## config.mk

```make
export PLATFORM = sky130hd
export DESIGN_NAME = inst_fetcher
export DESIGN_NICKNAME = d
export VERILOG_FILES = /design/src/rtl/inst_fetcher_pkg.sv /design/src/rtl/inst_fetcher_queue.sv /design/src/rtl/inst_fetcher.sv
export SDC_FILE = /design/constraint.sdc
export NUM_CORES = 1
export LEC_CHECK = 0
export BUFFER_PORTS_ARGS = -buffer_cell sky130_fd_sc_hd__buf_2
export CORE_ASPECT_RATIO = 0.8
export CORE_MARGIN = 4
export CORE_UTILIZATION = 60
export DETAILED_ROUTE_END_ITERATION = 8
export PLACE_DENSITY = 0.79
export SLEW_MARGIN = 20
export SYNTH_ARGS = -nofsm -noshare
export SYNTH_HDL_FRONTEND = slang
export SYNTH_SLANG_ARGS = --single-unit
```

## constraint.sdc

```tcl
create_clock -name clk_in -period 12.52 [get_ports clk_in]
set_input_delay 0 -clock clk_in [delete_from_list [all_inputs] [get_ports clk_in]]
set_output_delay 0 -clock clk_in [all_outputs]
set_load 0.03 [all_outputs]
```

## src/rtl/inst_fetcher_pkg.sv

```systemverilog
// Shared widths, empty-value constants and fetch FSM state encodings.
package inst_fetcher_pkg;

  localparam int unsigned addrWidth = 32;
  localparam int unsigned instWidth = 32;

  localparam logic TRUE  = 1'b1;
  localparam logic FALSE = 1'b0;

  localparam logic [instWidth-1:0] emptyData = '0;
  localparam logic [addrWidth-1:0] emptyAddr = '0;

  typedef enum logic [1:0] {
    FETCH_IDLE,
    FETCH_WAIT,
    FETCH_DROP
  } fetch_state_e;

endpackage

```

## src/rtl/inst_fetcher_queue.sv

```systemverilog
// Synchronous FIFO of {pc, inst} entries with flush; head is read combinationally.
module inst_queue #(
  parameter int unsigned DEPTH  = 8,
  parameter int unsigned ADDR_W = 32,
  parameter int unsigned INST_W = 32
) (
  input  logic              clk_in,
  input  logic              rst_in,
  input  logic              push,
  input  logic              pop,
  input  logic              flush,
  input  logic [ADDR_W-1:0] push_pc,
  input  logic [INST_W-1:0] push_inst,
  output logic              full,
  output logic              empty,
  output logic [ADDR_W-1:0] head_pc,
  output logic [INST_W-1:0] head_inst
);

  localparam int unsigned PTR_W = $clog2(DEPTH);

  logic [PTR_W-1:0] head_q, head_d;
  logic [PTR_W-1:0] tail_q, tail_d;
  logic [PTR_W:0]   count_q, count_d;
  logic [ADDR_W-1:0] pc_mem   [DEPTH];
  logic [INST_W-1:0] inst_mem [DEPTH];
  logic do_push, do_pop;

  assign full    = (count_q == (PTR_W+1)'(DEPTH));
  assign empty   = (count_q == '0);
  assign do_pop  = pop && !empty && !flush;
  assign do_push = push && !flush && (!full || do_pop);

  assign head_pc   = pc_mem[head_q];
  assign head_inst = inst_mem[head_q];

  always_comb begin
    head_d  = head_q;
    tail_d  = tail_q;
    count_d = count_q;
    if (flush) begin
      head_d  = '0;
      tail_d  = '0;
      count_d = '0;
    end else begin
      if (do_pop)  head_d = head_q + PTR_W'(1);
      if (do_push) tail_d = tail_q + PTR_W'(1);
      if (do_push && !do_pop)      count_d = count_q + (PTR_W+1)'(1);
      else if (!do_push && do_pop) count_d = count_q - (PTR_W+1)'(1);
    end
  end

  always_ff @(posedge clk_in or negedge rst_in) begin
    if (!rst_in) begin
      head_q  <= '0;
      tail_q  <= '0;
      count_q <= '0;
    end else begin
      head_q  <= head_d;
      tail_q  <= tail_d;
      count_q <= count_d;
    end
  end

  always_ff @(posedge clk_in) begin
    if (do_push) begin
      pc_mem[tail_q]   <= push_pc;
      inst_mem[tail_q] <= push_inst;
    end
  end

endmodule

```

## src/rtl/inst_fetcher.sv

```systemverilog
// Sequential-PC instruction fetch with a one-outstanding memory handshake and redirect.
module inst_fetcher
  import inst_fetcher_pkg::*;
#(
  parameter int unsigned DEPTH  = 8,
  parameter int unsigned ADDR_W = addrWidth,
  parameter int unsigned INST_W = instWidth
) (
  input  logic              clk_in,
  input  logic              rst_in,
  input  logic              if_jump,
  input  logic [ADDR_W-1:0] jump_pc,
  output logic              mem_req,
  output logic [ADDR_W-1:0] mem_addr,
  input  logic              mem_ack,
  input  logic [INST_W-1:0] mem_inst,
  input  logic              if_station_idle,
  output logic              if_get_inst,
  output logic [INST_W-1:0] inst_to_dec,
  output logic [ADDR_W-1:0] pc_to_dec
);

  fetch_state_e      state_q, state_d;
  logic [ADDR_W-1:0] pc_q, pc_d;
  logic [ADDR_W-1:0] addr_q, addr_d;
  logic              issue, push, flush;
  logic              q_full, q_empty;
  logic [ADDR_W-1:0] q_head_pc;
  logic [INST_W-1:0] q_head_inst;

  inst_queue #(
    .DEPTH (DEPTH),
    .ADDR_W(ADDR_W),
    .INST_W(INST_W)
  ) u_queue (
    .clk_in   (clk_in),
    .rst_in   (rst_in),
    .push     (push),
    .pop      (if_get_inst),
    .flush    (flush),
    .push_pc  (addr_q),
    .push_inst(mem_inst),
    .full     (q_full),
    .empty    (q_empty),
    .head_pc  (q_head_pc),
    .head_inst(q_head_inst)
  );

  assign if_get_inst = !q_empty && if_station_idle && !if_jump;
  assign inst_to_dec = q_empty ? INST_W'(emptyData) : q_head_inst;
  assign pc_to_dec   = q_empty ? ADDR_W'(emptyAddr) : q_head_pc;

  // The IDLE-cycle request is combinational so a redirect reaches memory one
  // cycle later; it is gated by rst_in so mem_req stays low while in reset.
  assign mem_req  = (state_q == FETCH_IDLE) ? issue : TRUE;
  assign mem_addr = (state_q == FETCH_IDLE) ? pc_q : addr_q;

  always_comb begin
    state_d = state_q;
    pc_d    = pc_q;
    addr_d  = addr_q;
    issue   = FALSE;
    push    = FALSE;
    flush   = FALSE;
    unique case (state_q)
      FETCH_IDLE: begin
        if (if_jump) begin
          pc_d  = jump_pc;
          flush = TRUE;
        end else if (!q_full && rst_in) begin
          issue   = TRUE;
          addr_d  = pc_q;
          state_d = FETCH_WAIT;
        end
      end
      FETCH_WAIT: begin
        if (if_jump) begin
          pc_d    = jump_pc;
          flush   = TRUE;
          state_d = mem_ack ? FETCH_IDLE : FETCH_DROP;
        end else if (mem_ack) begin
          push    = TRUE;
          pc_d    = pc_q + ADDR_W'(4);
          state_d = FETCH_IDLE;
        end
      end
      FETCH_DROP: begin
        if (if_jump) begin
          pc_d  = jump_pc;
          flush = TRUE;
        end
        if (mem_ack) state_d = FETCH_IDLE;
      end
      default: state_d = FETCH_IDLE;
    endcase
  end

  always_ff @(posedge clk_in or negedge rst_in) begin
    if (!rst_in) begin
      state_q <= FETCH_IDLE;
      pc_q    <= ADDR_W'(emptyAddr);
      addr_q  <= ADDR_W'(emptyAddr);
    end else begin
      state_q <= state_d;
      pc_q    <= pc_d;
      addr_q  <= addr_d;
    end
  end

endmodule

```

=== Word level (Yosys, flattened, before mapping) ===
Memory sizes are Yosys's and may differ from the RTL's.
Index checks and enable logic that the tools add are counted.

* Memories kept: 2
* Output and inout port bits: 98
* Bits in writable memories: 512
* Bits in registers: 76

* Bitwise gates (word level): 1
* Reductions and logical operators: 27
* Multiplexer cells: 30
* Add/sub/neg operators: 5
* Eq/ne operators: 7

{| class="wikitable"
|+ Memory list
! memory !! words !! bits a word !! read ports !! clocked after memory_dff !! wr ports !! RTL line !! RTL
|-
| u_queue.inst_mem || 8 || 32 || 1 || 0 || 1 || inst_fetcher_queue.sv:26 || <nowiki>logic [INST_W-1:0] inst_mem [DEPTH];</nowiki>
|-
| u_queue.pc_mem || 8 || 32 || 1 || 0 || 1 || inst_fetcher_queue.sv:25 || <nowiki>logic [ADDR_W-1:0] pc_mem [DEPTH];</nowiki>
|}

{| class="wikitable"
|+ Operator list
! operator !! number
|-
| two-way mux 32 bit || 6
|-
| case mux 32 bit (2 select lines) || 1
|-
| adder 32 x 3 -> 32 bit (second input constant) || 1
|-
| two-way mux 3 bit || 4
|-
| two-way mux 4 bit || 3
|-
| two-way mux 1 bit || 10
|-
| two-way mux 2 bit || 5
|-
| logical AND 1 bit || 9
|-
| adder 3 x 1 -> 3 bit (second input constant) || 2
|-
| zero test 1 bit || 6
|-
| case mux 2 bit (3 select lines) || 1
|-
| AND reduction 3 bit || 2
|-
| nonzero test 2 bit || 3
|-
| adder 4 x 1 -> 4 bit (second input constant) || 1
|-
| == test 4 bit (second input constant) || 1
|-
| zero test 4 bit || 1
|-
| inequality test 2 x 1 -> 1 bit (second input constant) || 2
|-
| subtractor 4 x 1 -> 4 bit (second input constant) || 1
|-
| inequality test 3 bit (second input constant) || 1
|-
| nonzero test 3 bit || 1
|-
| OR reduction 3 bit || 1
|-
| == test 2 x 1 -> 1 bit (second input constant) || 1
|-
| == test 2 bit (second input constant) || 1
|-
| zero test 2 bit || 1
|-
| 5 further kinds || 5
|}

=== Longest topological paths before layout ===
* Depth after elaboration: 13
* Gate-level depth with buffers: 11

=== Hierarchy ===
From an unflattened synthesis, not the netlist that was laid out.

* Cells, all modules: 1263
* Area total of the unflattened synthesis: 24114.4 um2

{| class="wikitable"
|+ By module, submodules not included
! module !! cells an instance !! area an instance (um2) !! times used !! seq. area each (um2)
|-
| inst_queue || 824 || 19944.1 || 1 || 15625.0
|-
| inst_fetcher || 439 || 4170.2 || 1 || 1651.6
|}

=== Worst setup path before layout ===
Ideal clock, no wire load.

* Kind: register to register
* Start point: reg state_q[1]
* End point: mem u_queue.inst_mem[0][0], enable pin
* Stages on the path, launching flop included: 6
* Clock period less this slack: 7861 ps
* Path slack: 4659 ps
* Data arrival time: 7218 ps
* Buffers on the path: 2
* Required time: 11876 ps
* Cells stage by stage: dfrtp_1 > clkbuf_1 > nor4bb_1 > clkbuf_1 > o21ai_2 > nor4_1

* Cells in the longest elaborated chain, start to end: 9
* Elaborated cells between the ends (all ways): 13
* Classes of those cells: eq/ne: 2; mux: 4; reduce/logical: 7

{| class="wikitable"
|+ Ends and longest elaborated chain
! what !! RTL line !! RTL
|-
| start: declaration || inst_fetcher.sv:23 || <nowiki>fetch_state_e state_q, state_d;</nowiki>
|-
| start signal: assignment || inst_fetcher.sv:104 || <nowiki>state_q <= state_d;</nowiki>
|-
| == test 2 bit, or another cell as far along || inst_fetcher.sv:65 || <nowiki>unique case (state_q)</nowiki>
|-
| OR reduction 3 bit (no line) || n/a ||
|-
| two-way mux 1 bit || n/a ||
|-
| zero test 1 bit || inst_fetcher_queue.sv:31, inst_fetcher_queue.sv:32 ||
|-
| logical AND 1 bit || inst_fetcher_queue.sv:31 || <nowiki>assign do_pop = pop && !empty && !flush;</nowiki>
|-
| logical OR 1 bit || inst_fetcher_queue.sv:32 || <nowiki>assign do_push = push && !flush && (!full || do_pop);</nowiki>
|-
| logical AND 1 bit * || inst_fetcher_queue.sv:32 ||
|-
| two-way mux 1 bit * || inst_fetcher_queue.sv:66 || <nowiki>if (do_push) begin</nowiki>
|-
| two-way mux 1 bit (implied by the code) * || inst_fetcher_queue.sv:68 || <nowiki>inst_mem[tail_q] <= push_inst;</nowiki>
|-
| end: declaration || inst_fetcher_queue.sv:26 ||
|}

Every way passes the cells marked *; elsewhere a longest branch is shown, timed or not.

=== Worst setup path in the final report ===
* Start point: reg u_queue.head_q[0]
* End point: out pc_to_dec[18]

* Cells in the longest elaborated chain, start to end: 2

{| class="wikitable"
|+ Ends and longest elaborated chain
! what !! RTL line !! RTL
|-
| start: declaration || inst_fetcher_queue.sv:22 || <nowiki>logic [PTR_W-1:0] head_q, head_d;</nowiki>
|-
| start signal: assignment || inst_fetcher_queue.sv:55 || <nowiki>head_q <= '0;</nowiki>
|-
| start signal: assignment || inst_fetcher_queue.sv:59 || <nowiki>head_q <= head_d;</nowiki>
|-
| memory read (8 x 32 bit) || n/a ||
|-
| two-way mux 32 bit || inst_fetcher.sv:51 || <nowiki>assign pc_to_dec = q_empty ? ADDR_W'(emptyAddr) : q_head_pc;</nowiki>
|-
| end: declaration || inst_fetcher.sv:20 || <nowiki>output logic [ADDR_W-1:0] pc_to_dec</nowiki>
|}

No other way between the ends.

==> out/metrics.yaml <==
global_route:
  met3_usage_pct: 4.91
  met1_usage_pct: 37.0
  grt_start_max_net_pins: 74
  met2_usage_pct: 40.3
  grt_pass1_wl_mm: 81.4
  antenna_found_initial: 2
  grt_pass1_vias: 13200
  grt_overflow_total: 0
  grt_use_total_pct: 25.2
  grt_busiest_layer: "met2"
synth:
  ys_seq_elements: 588
  syn_inst: 1246
  yosys_warnings: 0
  ys.flop_type: "edfxtp_1"
  syn_area_mm2: 0.0236
  syn_nets: 1321
  synth_edf_count: 512
  avgSynthCellArea_um2: 19.0
  yosysSeqAreaShare_pct: 73.1
  ys_types: 59
  async_flop_share_pct: 12.9
cells_and_area:
  num-fill-cells: 2287
  final_nets: 1570
  multi_input_area_mm2: 0.00610
  layout_common_cells: "edfxtp_1 (512), buf_2 (165), mux4_2 (128)"
  ff_latch_area_mm2: 0.0173
  syn_to_final_growth_pct: 17.2
  design_area_mm2: 0.0277
  mostFrequentLayoutCell: "edfxtp_1"
  drive_gt1_share_pct: 32.0
  layout.cells.non_filler: 2070
placed_design:
  dp_cells: 1894
  gp_congestion: 0.871
  portBuffers: 166
  dp_hpwl_mm: 29.5
  place_area_mm2: 0.0251
setup_path:
  slowest_stage: "dfrtp_4"
  rrSetupSlack_ns: 8.95
  start_kind: "flop"
  slowest_delay_ns: 0.95
  arrival_ns: 4.24
  endpoint_kind: "output pin"
  cp.required_ns: 12.52
  r2r-end: "u_queue.inst_mem[7][23]$_DFFE_PP_"
  crit_type: "reg -> out"
  worstPathMaxFanout: 53
  worst-path-buf-inv: 3
  worstPathCellList: "buf_4 -> buf_6 -> mux4_2 -> mux2i_1 -> nor2_1 -> buf_2"
  path_delay_family: "buffers and inverters"
  r2r-start: "state_q[0]$_DFFE_PN0P_"
  reg2regPathDepth: 6
power_and_ir_drop:
  total_leakage_power_nw: 9.21
  p_per_area_mw_per_mm2: 200
  total_power_mw: 5.53
  peakVddDrop_v: 0.000169
run:
  maxCapViolCount: 0
floorplanning:
  die_height_um: 185
  die_w_um: 230
  rows: 64
  io_pins: 167
  initial_core_util_pct: 61.3
  die_area_mm2: 0.0426
  core_area_mm2: 0.0385
cts:
  cts_root_buf: "clkbuf_16"
  clock_sinks: 588
  path_clk_slew_ns: 0.07
  cts_tree: "done"
  clk_latency_ns: 0.59
  cts_resized: 0
  htreeDepth: 2
  cts_buffers: 55
  clk_path_buf_depth: 3
sta:
  rsz0062_at_grt: "no"
  max-slew-margin-rel_pct: 25.8
  worst_pin_slew_ns: 1.11
  fin_crit_ns: 4.24
  slew_viol_final: 0
  post-route-period-util_pct: 33.8
  fin_tns_setup_ns: 0
  timing.hold.ws_ns: 0.0510
  setup-violations-final: 0
  fmax_ghz: 0.236
  fin_worst_skew_ns: 0.0144
  hold_viol_final: 0
min_path:
  worstHoldStart: "jump_pc[27]"
  hold_path_end: "pc_q[27]$_DFFE_PN0P_"
  hp-class: "in -> reg"
  worstHoldPathCells: 4
routing:
  routed_via_density: 6.25
  ant_nets: 0
  drc_errors: 0
  drt_iter0_markers: 1615
  dr.pass1.iters: 5
  wire_per_inst_um: 25.6
  drt_wl_total_mm: 52.9
  vias: 12900
status:
  status: "finished clean"
[power by group]
| part | internal [mW] | switching [mW] |
|---|---|---|
| clock | 0.994 | 0.715 |
| combinational | 0.462 | 0.773 |
| sequential | 2.35 | 0.235 |
[repair_timing]
action                    CTS  global route
hold buffers               72             0
setup buffers               0             0
hold endpoints to repair  366             0
[state kept, by name, indices dropped and copies added (netlist names)]
name and count:
addr_q 32, u_queue.pc_mem 256, u_queue.count_q 4, state_q 2
u_queue.head_q 3, u_queue.tail_q 3, u_queue.inst_mem 256, pc_q 32
[worst max path at each step]
stage / startpoint / to / depth (start not counted)
detailed placement: u_queue.head_q[0]$_DFFE_PN0P_ / pc_to_dec[20] / 6
floorplan: state_q[1]$_DFFE_PN0P_ / u_queue.inst_mem[0][0]$_DFFE_PP_ / 5
global placement: u_queue.head_q[0]$_DFFE_PN0P_ / pc_to_dec[20] / 6
CTS: u_queue.head_q[0]$_DFFE_PN0P_ / pc_to_dec[20] / 6
global route: u_queue.head_q[0]$_DFFE_PN0P_ / pc_to_dec[18] / 6
finish: u_queue.head_q[0]$_DFFE_PN0P_ / pc_to_dec[18] / 6
[worst min-delay path, delay by kind of cell]
kind                   cells  cell delay [ns]
AND/OR/NAND/NOR            1             0.09
AO/OA/AOI/OAI              2             0.38
buffers and inverters      1             0.09
[layer usage]
| metal | wire length, um | vias up |
|---|---|---|
| met5 | 13 | - |
| met4 | 1000 | 2 |
| met3 | 4100 | 80 |
| met2 | 25700 | 623 |
| met1 | 22100 | 6700 |
| li1 | - | 5527 |
[Yosys cell counts (10+ instances only)]
master / count / area (um2)
mux4_2: 128 / 2880
o21ai_0: 17 / 85.1
o22ai_1: 10 / 62.6
edfxtp_1: 512 / 15400
nor2_1: 93 / 349
nor3_1: 14 / 70.1
mux2_2: 64 / 721
buf_2: 17 / 85.1
dfrtp_1: 76 / 1900
nand3_1: 17 / 85.1
clkbuf_1: 46 / 173
nand2_1: 41 / 154
mux2i_1: 66 / 661
a21oi_1: 32 / 160
[layout make-up]
type                    instances  area share, %
flip-flops and latches        588           62.4
multi-input cells             581           22.0
repair buffers                263           6.30
clock buffers                  69           5.38
well taps                     528           2.39
clock inverters                34           1.36
inverters                       6         0.0813
diodes                          1        0.00904
[logic make-up after synthesis]
family / Yosys count / share of synthesized area [%]
multiplexers: 258 / 18.1
flip-flops: 588 / 73.1
adder cells (fa/ha/maj): 6 / 0.350
XOR/XNOR: 6 / 0.222
AND/OR/NAND/NOR: 215 / 4.32
AO/OA/AOI/OAI: 96 / 2.57
buffers and inverters: 77 / 1.33
[through the flow]
step / util [%] / setup slack [ns]
final: 71.9 / 8.28
after global routing: 71.9 / 7.85
after CTS: 71.9 / 7.83
after detailed placement: 65.1 / 8.49
after global placement: 65.1 / 8.50
after floorplan: - / 4.66
(Power assumes the default switching activity.)
